**config.mk**
```make
export PLATFORM = sky130hd
export DESIGN_NAME = nes_oam_dma
export DESIGN_NICKNAME = d
export VERILOG_FILES = /design/src/rtl/nes_oam_dma.sv
export SDC_FILE = /design/constraint.sdc
export NUM_CORES = 1
export LEC_CHECK = 0
export CORE_ASPECT_RATIO = 1.75
export CORE_MARGIN = 5
export CORE_UTILIZATION = 26
export DETAILED_ROUTE_END_ITERATION = 10
export PLACE_DENSITY = 0.56
export SLEW_MARGIN = 25
export SYNTH_ARGS = -nofsm -noshare
export SYNTH_HDL_FRONTEND = slang
export SYNTH_SLANG_ARGS = --single-unit
```
**constraint.sdc**
```tcl
create_clock -name clk -period 1.6 [get_ports clk]
set_input_delay 0.16 -clock clk [delete_from_list [all_inputs] [get_ports clk]]
set_output_delay 0.16 -clock clk [all_outputs]
set_load 0.005 [all_outputs]
```
**src/rtl/nes_oam_dma.sv**
```systemverilog
// Sprite DMA: a CPU write to DMA_REG_ADDR stalls the CPU and copies a 256-byte page into PPU OAM.
// Optional macro OAM_DMA_ALIGN_EN inserts one ALIGN cycle when the HALT cycle lands on odd parity.
module nes_oam_dma #(
    parameter logic [15:0] DMA_REG_ADDR = 16'h4014
) (
    input  logic        clk,
    input  logic        rst_n,
    input  logic [15:0] cpu_addr,
    input  logic [7:0]  cpu_dout,
    input  logic        cpu_we,
    output logic        cpu_rdy,
    output logic        dma_own,
    output logic [15:0] dma_addr,
    output logic        dma_rd,
    input  logic [7:0]  dma_din,
    output logic [7:0]  oam_addr,
    output logic [7:0]  oam_data,
    output logic        oam_we,
    output logic        busy,
    output logic [2:0]  dbg_state
);

    typedef enum logic [2:0] {
        S_IDLE  = 3'd0,
        S_HALT  = 3'd1,
        S_READ  = 3'd2,
        S_WRITE = 3'd3
`ifdef OAM_DMA_ALIGN_EN
        ,
        S_ALIGN = 3'd4
`endif
    } state_t;

    state_t      state_q, state_d;
    logic [7:0]  page_q, page_d;
    logic [7:0]  idx_q, idx_d;
    logic        cpu_rdy_q, cpu_rdy_d;
    logic        busy_q, busy_d;
    logic        dma_own_q, dma_own_d;
    logic        dma_rd_q, dma_rd_d;
    logic [15:0] dma_addr_q, dma_addr_d;
    logic [7:0]  oam_addr_q, oam_addr_d;
    logic        oam_we_q, oam_we_d;
`ifdef OAM_DMA_ALIGN_EN
    logic        cyc_odd_q, cyc_odd_d;
`endif

    always_comb begin
        state_d = state_q;
        page_d  = page_q;
        idx_d   = idx_q;
`ifdef OAM_DMA_ALIGN_EN
        cyc_odd_d = ~cyc_odd_q;
`endif
        case (state_q)
            S_IDLE: begin
                if (cpu_we && (cpu_addr == DMA_REG_ADDR)) begin
                    page_d  = cpu_dout;
                    idx_d   = 8'h00;
                    state_d = S_HALT;
                end
            end
            S_HALT: begin
`ifdef OAM_DMA_ALIGN_EN
                state_d = cyc_odd_q ? S_ALIGN : S_READ;
`else
                state_d = S_READ;
`endif
            end
`ifdef OAM_DMA_ALIGN_EN
            S_ALIGN: state_d = S_READ;
`endif
            S_READ:  state_d = S_WRITE;
            S_WRITE: begin
                // idx 255 is the final byte; the copy never wraps into a second pass.
                if (idx_q == 8'hFF) begin
                    state_d = S_IDLE;
                end else begin
                    idx_d   = idx_q + 8'd1;
                    state_d = S_READ;
                end
            end
            default: state_d = S_IDLE;
        endcase

        // Outputs are decoded from the next state so they are registered alongside it.
        cpu_rdy_d  = (state_d == S_IDLE);
        busy_d     = (state_d != S_IDLE);
        dma_own_d  = (state_d == S_READ) || (state_d == S_WRITE);
        dma_rd_d   = (state_d == S_READ);
        dma_addr_d = (state_d == S_READ) ? {page_d, idx_d} : 16'h0000;
        oam_we_d   = (state_d == S_WRITE);
        oam_addr_d = (state_d == S_WRITE) ? idx_d : 8'h00;
    end

    always_ff @(posedge clk or negedge rst_n) begin
        if (!rst_n) begin
            state_q    <= S_IDLE;
            page_q     <= 8'h00;
            idx_q      <= 8'h00;
            cpu_rdy_q  <= 1'b1;
            busy_q     <= 1'b0;
            dma_own_q  <= 1'b0;
            dma_rd_q   <= 1'b0;
            dma_addr_q <= 16'h0000;
            oam_addr_q <= 8'h00;
            oam_we_q   <= 1'b0;
`ifdef OAM_DMA_ALIGN_EN
            cyc_odd_q  <= 1'b0;
`endif
        end else begin
            state_q    <= state_d;
            page_q     <= page_d;
            idx_q      <= idx_d;
            cpu_rdy_q  <= cpu_rdy_d;
            busy_q     <= busy_d;
            dma_own_q  <= dma_own_d;
            dma_rd_q   <= dma_rd_d;
            dma_addr_q <= dma_addr_d;
            oam_addr_q <= oam_addr_d;
            oam_we_q   <= oam_we_d;
`ifdef OAM_DMA_ALIGN_EN
            cyc_odd_q  <= cyc_odd_d;
`endif
        end
    end

    assign cpu_rdy   = cpu_rdy_q;
    assign busy      = busy_q;
    assign dma_own   = dma_own_q;
    assign dma_rd    = dma_rd_q;
    assign dma_addr  = dma_addr_q;
    assign oam_addr  = oam_addr_q;
    assign oam_we    = oam_we_q;
    // RAM data only arrives during WRITE, so it is forwarded gated by the registered strobe.
    assign oam_data  = oam_we_q ? dma_din : 8'h00;
    assign dbg_state = state_q;

endmodule

```
# Word-level counts from Yosys, hierarchy flattened
# Cells that the tools add are included.
[totals]
ramBits = 0
reg_bits = 48
romBits = 0
input_bits = 35
memories = 0
out_inout_bits = 40
elab_cells = 34
latchBits = 0
[classes]
n_div = 0
n_reduce_logical = 5
n_mul = 0
shifts = 0
bitwise_logic = 0
eq_ne = 7
magnitude_cmp = 0
n_addsub = 1
n_mux = 11
[ops]
columns = ["operator", "n"]
rows = [
  ["2-to-1 mux 8 bit", 6],
  ["== test 16 x 15 -> 1 bit, second input constant", 1],
  ["2-to-1 mux 16 bit", 1],
  ["case mux 8 bit (2 select lines)", 1],
  ["== test 3 x 2 -> 1 bit, second input constant", 4],
  ["case mux 3 bit (4 select lines)", 1],
  ["adder 8 x 1 -> 8 bit, second input constant", 1],
  ["== test 8 bit, second input constant", 1],
  ["logical NOT 3 bit", 2],
  ["== test 3 x 1 -> 1 bit, second input constant", 1],
  ["2-to-1 mux 3 bit", 1],
  ["nonzero test 3 bit", 1],
  ["2-to-1 mux 2 bit", 1],
  ["logical AND 1 bit", 1],
  ["logical OR 1 bit", 1],
]

# Depth between registers and ports, before layout
# Gate-level depths: netlist (run 1).
[depth]
ltp_word = 6
depth_mapped = 8
depth_no_buf = 7

# Least setup slack after synthesis (run 1)
# OpenSTA, ideal clock, no wires.
[synth_path]
path_type = "reg-to-reg"
startpoint = "register state_q[1] (netlist: dbg_state[1])"
endpoint = "register page_q[0]"
slack_ns = -0.013
path_buffers = 1
synth_period_minus_slack_ns = 1.613
path_stages_with_launch = 6
arrival_ns = 1.488
required_time_ns = 1.475
setup_time_ns = 0.125
path_cell_list = "dfrtp_1 -> buf_6 -> nor4b_4 -> nand3_2 -> nor2_8 -> mux2_4"
[synth_between]
elab_chain_cells = 2
[synth_lines]
columns = ["element", "line", "text"]
rows = [
  ["start, declared", "34", "state_t state_q, state_d;"],
  ["start signal, assigned", "112", "state_q <= state_d;"],
  ["logical NOT 3 bit", "55", "case (state_q)"],
  ["2-to-1 mux 8 bit", "55", ""],
  ["via page_d[0]", "35", "logic [7:0] page_q, page_d;"],
  ["end signal, assigned", "113", "page_q <= page_d;"],
  ["end, declared", "35", ""],
]
# The timed path passes the listed nets, and every way through them passes these cells.

# Worst setup path in the final report (run 1)
[layout_path]
startpoint = "register state_q[1] (netlist: dbg_state[1])"
endpoint = "register page_q[5]"
# The elaborated chain is that of the path after synthesis.

==> results.md, run 1 <==
* FF-to-FF End: page_q[5]
* TritonRoute pass-1 iters at 4
* Mapped Cells at 162
* Unique cell type count in the Yosys netlist at 44
* Clk_lat worst skew at 0.29 ns
* Req. time, crit path at 1.77 ns
* WL final at 5140 um
* Post-synth ARST share at 1.00
* Max cap viols at 0
* Routability congestion estimate at 0.841
* Critical path's top delay family: simple AND/OR/NAND/NOR gates
* Grt met2 use at 0.197
* TritonCTS clock tree: done
* Max stage delay on crit path at 0.44 ns
* Post-synth EDFFs at 0
* Post-Syn Nets at 198
* FF-to-FF path depth at 4
* Vias per inst at 4.48
* Core region area at 7570 um2
* Die W at 76.6 um
* # rows at 42
* GR Util All Layers at 0.110
* Number of global-route vias before repair at 1676
* GRT met1 Usage at 0.116
* First-pass GRT wire length at 8440 um
* Element type at the critical path end: register
* Final hold vios at 0
* Buf+Inv Stages, Crit Path at 0
* RSZ-0062 raised after global routing: no
* Clock period minus final worst setup slack at 1.54 ns
* Primary FF master, synth: dfrtp_1
* Avg Cell Area, Syn at 12.4 um2
* Clock slew at reported path FFs at 0.07 ns
* Die area at 9680 um2
* Leakage power at 1.47 nW
* Setup ws final at 0.0623 ns
* H-tree depth at 2
* Initial antenna violation count at 0
* Startpoint Class: register
* Sequential share of the synthesized area at 0.597
* Post-Syn Area at 2020 um2
* Synthesis Warnings at 0
* Clock root cell: clkbuf_16
* Fraction of layout cells with a size suffix above 1 at 0.244
* Pins Over Slew Limit at 0
* Area grow syn2layout at 62.1%
* Final setup violation count at 0
* Fin Clk Skew at 0.00435 ns
* Number of DRC markers in iteration 0 at 46
* IO Count at 75
* Critical path data arrival time at 1.71 ns
* GRT overflow at 0
* CP Class: register to register
* CP max FO at 4
* Non-filler cells, final at 354
* Clock Sinks at 48
* DRC Markers at 0
* Crit share post-route at 0.961
* Register bit count reported by yosys at 48
* Setup WS pre-CTS at -0.220 ns
* Fmax at 650 MHz
* Reg2Reg Setup Slack at 0.06 ns
* DP Cell Count at 343
* Critical Path, Cell by Cell: nor4b_4, nand3_4, nor2_4, mux2_4
* Grt met3 use at 0.0262
* Nets at 301
* Vias after detailed routing at 1585
* VDD IR max at 0.370 mV
* GR peak layer: met2
* CTS max path bufs at 2
* Final ANT Viol Nets at 0
* Slowest CP cell: dfrtp_2
* Antenna fix cells at 0
* Wirelength per Cell at 14.5 um
* CTS Buf Count at 5
* Min-Delay Path Class: input pin to async pin
* Initial Util at 0.266
* Detailed placement HPWL at 3940 um
* Worst R2R Start: dbg_state[1]
* Status: finished, final reports clean
* Pwr Density at 794 nW/um2
* Die Span Y at 126 um
* Port-buffer cells at 74
* Largest net degree at the start of global routing at 49
tightest hold or removal path, delay by kind of cell:
| family | cells | cell delay (ns) |
|---|---|---|
| buffers and inverters | 3 | 0.89 |
sequential cells by signal (all words and copies together) (netlist names):
signal	count
dma_addr	16
dma_own	1
oam_we	1
idx_q	8
dbg_state	3
cpu_rdy	1
oam_addr	8
page_q	8
dma_rd	1
busy	1
logic make-up (layout without fill, tap and decap cells):
kind of cell / Yosys count / count (layout) / synth area share
AO/OA/AOI/OAI: 28 / 28 / 0.0770
XOR/XNOR: 1 / 1 / 0.00435
adder cells (fa/ha/maj): 1 / 1 / 0.00621
buffers and inverters: 7 / 110 / 0.0267
flip-flops: 48 / 48 / 0.597
multiplexers: 10 / 10 / 0.0695
other: 1 / 1 / 0.00186
AND/OR/NAND/NOR: 66 / 67 / 0.218
cells in the final DEF (no fill, tap or decap), types with 2 or more instances in the layout:
master,instances
clkdlybuf4s50_1,73
dfrtp_1,45
buf_4,24
and2_1,23
o21ai_0,9
nand2_1,8
mux2_4,8
o21ai_1,6
nor2_1,6
clkbuf_16,5
a21oi_1,4
nor3_1,3
a31oi_1,3
nor2_4,2
nor4_2,2
nand4_1,2
o22ai_1,2
or3_1,2
dfrtp_2,2
cell usage after synthesis (2+ instances only):
library cell | count | area share
nand2_1 | 9 | 0.017
a21oi_1 | 5 | 0.012
dfrtp_1 | 47 | 0.58
o21ai_0 | 10 | 0.025
mux2_4 | 8 | 0.060
nor2_1 | 6 | 0.011
a31oi_1 | 3 | 0.0093
o22ai_1 | 2 | 0.0062
nand4_1 | 2 | 0.0062
nand3_1 | 2 | 0.0050
buf_6 | 3 | 0.017
o21ai_1 | 5 | 0.012
nor4_1 | 2 | 0.0062
and2_1 | 23 | 0.071
nor3_1 | 3 | 0.0074
mux2i_1 | 2 | 0.0099
or3_1 | 3 | 0.0093
cell type report:
cell class | count | area [um2]
Tap cell | 88 | 110
Clock inverter | 3 | 46.3
Fill cell | 737 | 4300
Inverter | 2 | 10.0
Timing Repair Buffer | 100 | 946
Multi-Input combinational cell | 108 | 825
Clock buffer | 5 | 125
Sequential cell | 48 | 1200
how the worst max path moves through the flow:
| stage | slack [ns] | end | cells past startpoint | start |
|---|---|---|---|---|
| 6_report | 0.06 | page_q[5] | 4 | dbg_state[1] |
| 5_1_grt | 0.004 | idx_q[4] | 6 | dbg_state[1] |
| 4_1_cts | 0.01 | oam_data[1] | 2 | oam_we |
| 3_5_place_dp | -0.22 | idx_q[6] | 6 | cpu_addr[8] |
| 3_3_place_gp | -0.21 | idx_q[6] | 6 | cpu_addr[8] |
| 2_1_floorplan | 0.01 | page_q[0] | 5 | dbg_state[1] |
layer usage:
metal	wire length, um	vias to the layer above
met4	138	0
met3	252	8
met5	0	-
met2	2820	49
li1	-	770
met1	1930	758
what timing repair did:
item,in CTS,in global routing
resized for setup,3,12
gates cloned,1,0
pin swaps,3,5
endpoints found under the hold margin,47,0
setup buffers,0,1
hold buffers,1,0
endpoints found under the setup margin,20,30
through the flow:
step                cell area (um2)  hold WS, ns  setup TNS (ns)  utilization  total power, mW
floorplan                      2020       -0.136               0            -             1.27
global placement               3010        0.162           -3.41        0.397             1.41
detailed placement             3010        0.168           -3.60        0.397             1.41
CTS                            3210        0.401               0        0.424             2.63
global route                   3270        0.423               0        0.432             2.70
finish                         3270        0.389               0        0.432             2.59
report_power, final:
part           switching (mW)  internal (mW)
clock                   0.458          0.742
combinational          0.0635          0.109
sequential            0.00370           1.22
Note: power is estimated with default switching activity, not from simulation.
==> inputs of run 2 (changes only) <==
--- a/config.mk
+++ b/config.mk
@@ -5,6 +5,7 @@
 export SDC_FILE = /design/constraint.sdc
 export NUM_CORES = 1
 export LEC_CHECK = 0
+export CAP_MARGIN = 40
 export CORE_ASPECT_RATIO = 1.75
 export CORE_MARGIN = 5
 export CORE_UTILIZATION = 26
==> results of run 2 <==
No change in the layout: final DEF, timing and power equal those of run 1.
